==> config.mk <==
export PLATFORM = sky130hd
export DESIGN_NAME = mux4x4bit8to1
export DESIGN_NICKNAME = d
export VERILOG_FILES = /design/src/rtl/mux4x4bit8to1_pkg.sv /design/src/rtl/mux4bit8to1.sv /design/src/rtl/mux4x4bit8to1.sv
export SDC_FILE = /design/constraint.sdc
export NUM_CORES = 1
export LEC_CHECK = 0
export CAP_MARGIN = 30
export CORE_AREA = 2 2 74 76
export CTS_CLUSTER_DIAMETER = 80
export DETAILED_ROUTE_END_ITERATION = 8
export DIE_AREA = 0 0 76 78
export GPL_TIMING_DRIVEN = 0
export PLACE_DENSITY = 0.92
export SLEW_MARGIN = 10
export SYNTH_ARGS = -nofsm -noshare
export SYNTH_HDL_FRONTEND = slang
export SYNTH_SLANG_ARGS = --single-unit
==> constraint.sdc <==
create_clock -name CLK -period 0.8 [get_ports CLK]
set_clock_uncertainty 0.15 [all_clocks]
set_input_delay 0.12 -clock CLK [delete_from_list [all_inputs] [get_ports CLK]]
set_output_delay 0.12 -clock CLK [all_outputs]
set_load 0.01 [all_outputs]
==> src/rtl/mux4x4bit8to1_pkg.sv <==
// Shared widths, types and constants for the 16-bit 8-to-1 sliced read mux.
package mux4x4bit8to1_pkg;

    localparam int unsigned SLICE_W = 4;
    localparam int unsigned NSLICE  = 4;
    localparam int unsigned DATA_W  = SLICE_W * NSLICE;
    localparam int unsigned SEL_W   = 3;

    typedef logic [DATA_W-1:0]  data_t;
    typedef logic [SEL_W-1:0]   sel_t;
    typedef logic [SLICE_W-1:0] slice_t;

    localparam data_t DATA_RST = DATA_W'(16'h0000);

endpackage

==> src/rtl/mux4bit8to1.sv <==
// mux4bit8to1: combinational 4-bit, 8-to-1 selector (one slice of the read mux).
// Ports:
//   i_d0..i_d7 : eight slice-wide candidate words
//   i_sel      : 3-bit select, 0 picks i_d0, 7 picks i_d7
//   o_y_c      : selected word (combinational)
module mux4bit8to1
    import mux4x4bit8to1_pkg::*;
(
    input  logic [SLICE_W-1:0] i_d0,
    input  logic [SLICE_W-1:0] i_d1,
    input  logic [SLICE_W-1:0] i_d2,
    input  logic [SLICE_W-1:0] i_d3,
    input  logic [SLICE_W-1:0] i_d4,
    input  logic [SLICE_W-1:0] i_d5,
    input  logic [SLICE_W-1:0] i_d6,
    input  logic [SLICE_W-1:0] i_d7,
    input  logic [SEL_W-1:0]   i_sel,
    output logic [SLICE_W-1:0] o_y_c
);

    // All eight codes are decoded, so no X/default path exists.
    always_comb begin
        o_y_c = i_d0;
        case (i_sel)
            3'd0: o_y_c = i_d0;
            3'd1: o_y_c = i_d1;
            3'd2: o_y_c = i_d2;
            3'd3: o_y_c = i_d3;
            3'd4: o_y_c = i_d4;
            3'd5: o_y_c = i_d5;
            3'd6: o_y_c = i_d6;
            3'd7: o_y_c = i_d7;
        endcase
    end

endmodule

==> src/rtl/mux4x4bit8to1.sv <==
// mux4x4bit8to1: 16-bit 8-to-1 registered read-data selector built from four
// 4-bit slices. Drives the register-file read-data bus.
// Optional build macro MUX4X4BIT8TO1_LOAD_EN adds an EN load-enable input.
// Ports:
//   CLK        : rising-edge clock
//   RST_N      : asynchronous active-low reset, clears Y
//   A0..A7     : 16-bit candidate words
//   S0,S1,S2   : select bits, index = {S2,S1,S0}
//   EN         : (macro only) load enable, 0 holds Y
//   Y          : registered selected word
module mux4x4bit8to1
    import mux4x4bit8to1_pkg::*;
(
    input  logic              CLK,
    input  logic              RST_N,
    input  logic [DATA_W-1:0] A0,
    input  logic [DATA_W-1:0] A1,
    input  logic [DATA_W-1:0] A2,
    input  logic [DATA_W-1:0] A3,
    input  logic [DATA_W-1:0] A4,
    input  logic [DATA_W-1:0] A5,
    input  logic [DATA_W-1:0] A6,
    input  logic [DATA_W-1:0] A7,
    input  logic              S0,
    input  logic              S1,
    input  logic              S2,
`ifdef MUX4X4BIT8TO1_LOAD_EN
    input  logic              EN,
`endif
    output logic [DATA_W-1:0] Y
);

    sel_t  w_sel;
    data_t w_next;
    data_t r_y;

    assign w_sel = {S2, S1, S0};

    // Each slice picks its own nibble of every word using the shared select.
    for (genvar k = 0; k < NSLICE; k++) begin : g_slice
        mux4bit8to1 u_slice (
            .i_d0  (A0[k*SLICE_W +: SLICE_W]),
            .i_d1  (A1[k*SLICE_W +: SLICE_W]),
            .i_d2  (A2[k*SLICE_W +: SLICE_W]),
            .i_d3  (A3[k*SLICE_W +: SLICE_W]),
            .i_d4  (A4[k*SLICE_W +: SLICE_W]),
            .i_d5  (A5[k*SLICE_W +: SLICE_W]),
            .i_d6  (A6[k*SLICE_W +: SLICE_W]),
            .i_d7  (A7[k*SLICE_W +: SLICE_W]),
            .i_sel (w_sel),
            .o_y_c (w_next[k*SLICE_W +: SLICE_W])
        );
    end

    // Output register; reset clears immediately regardless of clock or enable.
    always_ff @(posedge CLK or negedge RST_N) begin
        if (!RST_N) begin
            r_y <= DATA_RST;
        end else begin
`ifdef MUX4X4BIT8TO1_LOAD_EN
            if (EN) begin
                r_y <= w_next;
            end
`else
            r_y <= w_next;
`endif
        end
    end

    assign Y = r_y;

endmodule

==> results of run 1 <==
## metal layers
metal,track usage,share of wire,wire length [um],up-vias
met5,0,0,0,-
met4,0.06364,0.012,83,0
met3,0.06512,0.079,566,6
met2,0.4643,0.55,3937,106
met1,0.2400,0.36,2610,911
li1,-,-,-,931
## synthesized netlist by cell type, types with 2 or more instances
cell | number | share of area
nand2_1 | 6 | 0.015
nor3b_1 | 3 | 0.015
o22a_1 | 11 | 0.065
buf_6 | 3 | 0.023
nor2_1 | 19 | 0.048
a211oi_1 | 14 | 0.071
clkbuf_1 | 5 | 0.013
nand2b_1 | 2 | 0.0084
o21ai_0 | 4 | 0.014
buf_2 | 3 | 0.010
o22ai_1 | 11 | 0.046
a21oi_1 | 8 | 0.027
mux2i_1 | 41 | 0.28
buf_4 | 6 | 0.030
dfrtp_1 | 16 | 0.27
nand3_1 | 4 | 0.014
## power by group through the flow
stage | logic (mW) | registers (mW) | clock network (mW)
5_1_grt | 1.67 | 0.936 | 0.805
6_report | 1.57 | 0.927 | 0.775
3_3_place_gp | 1.48 | 0.937 | 0
4_1_cts | 1.47 | 0.925 | 0.782
2_1_floorplan | 0.476 | 0.994 | 0
3_5_place_dp | 1.51 | 0.941 | 0
## layout by cell type, fill, tap and decap left out, drive strengths merged
cell           Yosys  final
a211o              1      1
dfrtp             16     16
buf               12     33
o21ai              4      4
nand3              4      4
a21oi              8      8
or3                1      1
mux2i             41     41
nand2              6      6
o22a              11     11
dlymetal6s2s       0      7
nor3               1      1
mux2               1      1
mux4               1      1
nor3b              3      3
nand3b             1      1
nand2b             2      2
a31oi              1      1
o22ai             11     11
clkbuf             5     10
a211oi            14     14
nor2              19     19
dlygate4sd2        0     20
clkdlybuf4s50      0    101
nor2b              1      1
## per-stage QoR
| stage | hold slack [ps] | TNS, ps |
|---|---|---|
| 2_1_floorplan | -325.6 | -6784 |
| 3_3_place_gp | 451.9 | -30540 |
| 3_5_place_dp | 458.7 | -31560 |
| 4_1_cts | -56.00 | -6980 |
| 5_1_grt | -317.0 | -7378 |
| 6_report | -346.0 | -6818 |
## cells by family (layout without fill, tap and decap cells)
kind of cell	count (synthesis)	after routing	synth area share
AOI/OAI and AO/OA	50	50	0.2331
muxes	43	43	0.2998
buffers and inverters	17	171	0.07601
DFF	16	16	0.2703
and+or+nand+nor	38	38	0.1208
## layout make-up
cell class	count	area, um^2
Buffer	16	173.9
Clock buffer	4	55.05
Fill cell	426	1734
Multi-Input combinational cell	131	1121
Sequential cell	16	400.4
Tap cell	70	87.58
Timing Repair Buffer	151	1470
## what timing repair did
action,4_1_cts,5_1_grt
setup buffers,3,1
cloned,1,0
resized for setup,126,47
pin swaps,14,24
endpoints found under the setup margin,48,48
endpoints found under the hold margin,16,16
## how the worst max path moves through the flow
stage / from / endpoint / cells past startpoint
finish: S0 / Y[9] / 4
CTS: S1 / Y[9] / 4
floorplan: S1 / Y[1] / 5
global route: Y[14] / Y[14] / 1
detailed placement: S0 / Y[9] / 5
global placement: S0 / Y[3] / 5
==> impl_metrics.py, run 1 <==
metrics = {
    "run_status": {
        "status": "finished, violations left",
        "violations": "negative hold slack, negative setup slack",
    },
    "timing": {
        "period_needed_ps": 1053,
        "fin_crit_sh": 1.316,
        "rsz0062_at_grt": "yes",
        "drv_slew": 0,
        "hold_ws_ps": -346.0,
        "layout_setup_ws_ps": -252.5,
        "finalHoldViolCount": 16,
        "relSlewSlack": 0.6816,
        "tightest_slew_ps": 477.6,
        "finalSetupViolations": 32,
        "clock.fmax_mhz": 950.1,
    },
    "finish": {
        "syn_to_final_growth_pct": 123.3,
        "instances_no_fill": 388,
        "stdcell_area_um2": 3308,
        "fin_nets": 452,
        "largest_register_ffs": 16,
        "drive_gt1_frac": 0.2421,
        "final_util": 0.6561,
        "antenna_cells": 0,
    },
    "global_routing": {
        "grt_pass1_wl_mm": 10.71,
        "grt.overflow.total": 0,
        "grt_usage": 0.2344,
        "grt_start_max_net_pins": 17,
        "antenna_found_initial": 0,
        "first_global_vias": 2056,
    },
    "synth": {
        "synth_fp_nets": 297,
        "synth.distinct_cells": 24,
        "yosysSeqAreaShare": 0.2703,
        "synth_warnings": 0,
        "synth.avg_cell_area_um2": 9.033,
        "async_flop_share": 1.000,
        "synth-edff-count": 0,
        "synth_cells": 164,
        "synth_top_flop_cell": "dfrtp_1",
        "syn_area_um2": 1481,
        "synth.ff_latch_count": 16,
    },
    "clocking": {
        "clock_sinks": 16,
        "clk_pin_slew_ps": 80,
        "cts_max_path_buffers": 2,
        "root_buffer": "clkbuf_8",
        "cts_max_level": 1,
        "cts_tree": "yes",
        "cts_buffers": 3,
    },
    "detailed_routing": {
        "drc": 0,
        "ant_nets": 0,
        "first_iter_violations": 46,
        "dr.pass1.iters": 4,
        "wl_mm": 7.198,
        "avgViaCountPerCell": 5.036,
        "wire_per_inst_um": 18.55,
        "via_count": 1954,
    },
    "power_and_ir_drop": {
        "clkPwrFrac": 0.237,
        "p_sw_frac": 0.2924,
        "ir_drop_uv": 566.4,
        "p_leak_nw": 1.454,
        "power_switching_mw": 0.9583,
        "internal_power_mw": 2.319,
        "power.total_mw": 3.277,
        "pwr_density_cell_nw_per_um2": 990.5,
        "power_frac_comb": 0.480,
        "seqPwrFrac": 0.283,
    },
    "setup_path": {
        "cp.arrival_ps": 1040,
        "worstPathCellList": "buf_8 -> or3_4 -> buf_8 -> o22a_1",
        "crit_fanout": 5,
        "crit_path_start_kind": "primary input",
        "required_ps": 790,
        "worst_path_largest_cell_delay_ps": 450,
        "cp-end-kind": "register",
        "crit_family": "simple AND/OR/NAND/NOR gates",
        "cp_common_cell": "buf_8",
        "worstSetupPathType": "in2reg",
        "cp_slowest_cell": "or3_4",
        "crit_buf_inv": 2,
    },
    "placed_design": {
        "dp_slack_ps": -1181,
        "dp_cells": 380,
        "post-dp-hpwl_mm": 5.381,
        "port_buffers": 146,
        "placed_area_um2": 3039,
        "place.gp.congestion": 0.7847,
    },
    "floorplanning": {
        "start_util": 0.2938,
        "die-area_um2": 5928,
        "die_x_um": 76,
        "core_um2": 5042,
        "std_cell_rows": 26,
        "dieHeight_um": 78,
        "ios": 149,
    },
    "worst_hold_path": {
        "hp-class": "in2async",
    },
    "flow_run": {
        "cap_violations": 0,
    },
}
(Power assumes the default switching activity.)
==> run 2, diff against run 1 <==
--- a/config.mk
+++ b/config.mk
@@ -11,6 +11,7 @@
 export DETAILED_ROUTE_END_ITERATION = 8
 export DIE_AREA = 0 0 76 78
 export GPL_TIMING_DRIVEN = 0
+export HOLD_SLACK_MARGIN = 0.06
 export PLACE_DENSITY = 0.92
 export SLEW_MARGIN = 10
 export SYNTH_ARGS = -nofsm -noshare
==> results of run 2 <==
No change in the layout: final DEF, timing and power equal those of run 1.
==> run 3, diff against run 2 <==
--- a/config.mk
+++ b/config.mk
@@ -13,6 +13,7 @@
 export GPL_TIMING_DRIVEN = 0
 export HOLD_SLACK_MARGIN = 0.06
 export PLACE_DENSITY = 0.92
+export SETUP_SLACK_MARGIN = 0.3
 export SLEW_MARGIN = 10
 export SYNTH_ARGS = -nofsm -noshare
 export SYNTH_HDL_FRONTEND = slang
==> impl_metrics.py, run 3 (synthesis results as in run 1) <==
metrics = {
    "run_status": {
        "status": "finished, violations left",
        "violations": "negative hold slack, negative setup slack",
    },
    "finish": {
        "final_util": 0.6605,
        "drive_gt1_frac": 0.2260,
        "syn_to_final_growth_pct": 124.8,
        "layout_commonest_cell": "clkdlybuf4s50_1",
        "instances_no_fill": 393,
        "final_cell_mix": "clkdlybuf4s50_1 (109), mux2i_1 (41), dlygate4sd2_1 (18)",
        "fin_nets": 457,
        "nFillCells": 429,
        "largest_register_ffs": 16,
        "antenna_cells": 0,
    },
    "global_routing": {
        "first_global_vias": 2179,
        "antenna_found_initial": 0,
        "grt.overflow.total": 0,
        "grt_usage": 0.2478,
        "grt_pass1_wl_mm": 11.30,
        "grt_start_max_net_pins": 17,
    },
    "timing": {
        "final.setup.tns_ps": -7564,
        "clock.fmax_mhz": 905.4,
        "finalSetupViolations": 32,
        "rsz0062_at_grt": "yes",
        "tightest_slew_ps": 495.6,
        "drv_slew": 0,
        "layout_setup_ws_ps": -304.5,
        "period_needed_ps": 1105,
        "fin_crit_sh": 1.381,
        "hold_ws_ps": -239.3,
        "finalHoldViolCount": 16,
        "relSlewSlack": 0.6696,
    },
    "clocking": {
        "clock_sinks": 16,
        "cts_max_path_buffers": 2,
        "cts_max_level": 1,
        "cts_tree": "yes",
        "root_buffer": "clkbuf_8",
        "cts_buffers": 3,
        "clk_pin_slew_ps": 70,
    },
    "power_and_ir_drop": {
        "power_frac_comb": 0.486,
        "power_switching_mw": 0.9398,
        "clkPwrFrac": 0.231,
        "seqPwrFrac": 0.282,
        "ir_drop_uv": 579.3,
        "p_leak_nw": 1.441,
        "internal_power_mw": 2.344,
        "pwr_density_cell_nw_per_um2": 985.9,
        "p_sw_frac": 0.2862,
    },
    "floorplanning": {
        "die_x_um": 76,
        "die-area_um2": 5928,
        "dieHeight_um": 78,
        "core_um2": 5042,
        "start_util": 0.2938,
        "std_cell_rows": 26,
        "ios": 149,
    },
    "detailed_routing": {
        "first_iter_violations": 59,
        "drc": 0,
        "ant_nets": 0,
        "dr.pass1.iters": 4,
        "wire_per_inst_um": 18.80,
        "via_count": 1998,
        "avgViaCountPerCell": 5.084,
        "wl_mm": 7.390,
    },
    "setup_path": {
        "cp-end-kind": "register",
        "worstSetupPathType": "in2reg",
        "cp.arrival_ps": 1090,
        "required_ps": 780,
        "startpoint": "S0",
        "crit_fanout": 6,
        "crit_path_start_kind": "primary input",
    },
    "placed_design": {
        "dp_cells": 380,
        "port_buffers": 146,
        "place.gp.congestion": 0.7847,
        "dp_slack_ps": -1181,
        "post-dp-hpwl_mm": 5.381,
    },
    "worst_hold_path": {
        "hp-class": "in2async",
    },
    "flow_run": {
        "cap_violations": 0,
    },
}
run 3: changes by cell type in the layout (fill, tap and decap cells not counted), moves of 3 or more:
cell,before,now
buf_6,10,7
mux2i_1,37,41
dlymetal6s2s_1,7,1
a211oi_1,6,9
mux2i_2,4,0
buf_8,4,7
buf_4,4,8
clkdlybuf4s50_1,101,109
a211oi_2,8,5
run 3: repair_timing:
action,CTS,global route
resized for setup,138,16
pin swaps,20,10
hold endpoints to repair,16,16
setup endpoints to repair,48,32
setup buffers,4,2
gates cloned,3,0
run 3: stage by stage:
stage               power [mW]  area, um^2
global placement         2.414        3039
detailed placement       2.448        3039
CTS                      3.250        3259
floorplan                1.469        1490
global route             3.431        3331
finish                   3.284        3331
run 3: power by group through the flow:
stage | registers (mW) | clock network, mW | logic (mW)
2_1_floorplan | 0.994 | 0 | 0.476
3_3_place_gp | 0.937 | 0 | 1.48
3_5_place_dp | 0.941 | 0 | 1.51
4_1_cts | 0.925 | 0.782 | 1.54
5_1_grt | 0.936 | 0.806 | 1.69
6_report | 0.927 | 0.760 | 1.60
run 3: routing by layer:
layer | track usage | wire length (um) | vias up
li1 | - | - | 942
met1 | 0.2414 | 2716 | 921
met2 | 0.4902 | 3905 | 120
met3 | 0.06977 | 571 | 15
met4 | 0.09818 | 196 | 0
met5 | 0 | 0 | -
run 3: area by class of cell:
type / count / area, um^2 / area share
Buffer: 17 / 191.4 / 0.05748
Clock buffer: 4 / 55.05 / 0.01653
Multi-Input combinational cell: 131 / 1087 / 0.3264
Sequential cell: 16 / 400.4 / 0.1202
Tap cell: 70 / 87.58 / 0.02630
Timing Repair Buffer: 155 / 1509 / 0.4530
run 3: final timing paths:
kind                       endpoint  cells after the start  slack, ps
max                            Y[9]                      5       -300
min                           Y[11]                      1       -240
max in group asynchronous      Y[9]                      1        400
min in group CLK              Y[13]                      4        210
run 3: critical path, stage by stage:
cell	delay, ps
buf_8	100
or3_4	380
buf_8	150
buf_8	130
o22a_1	210
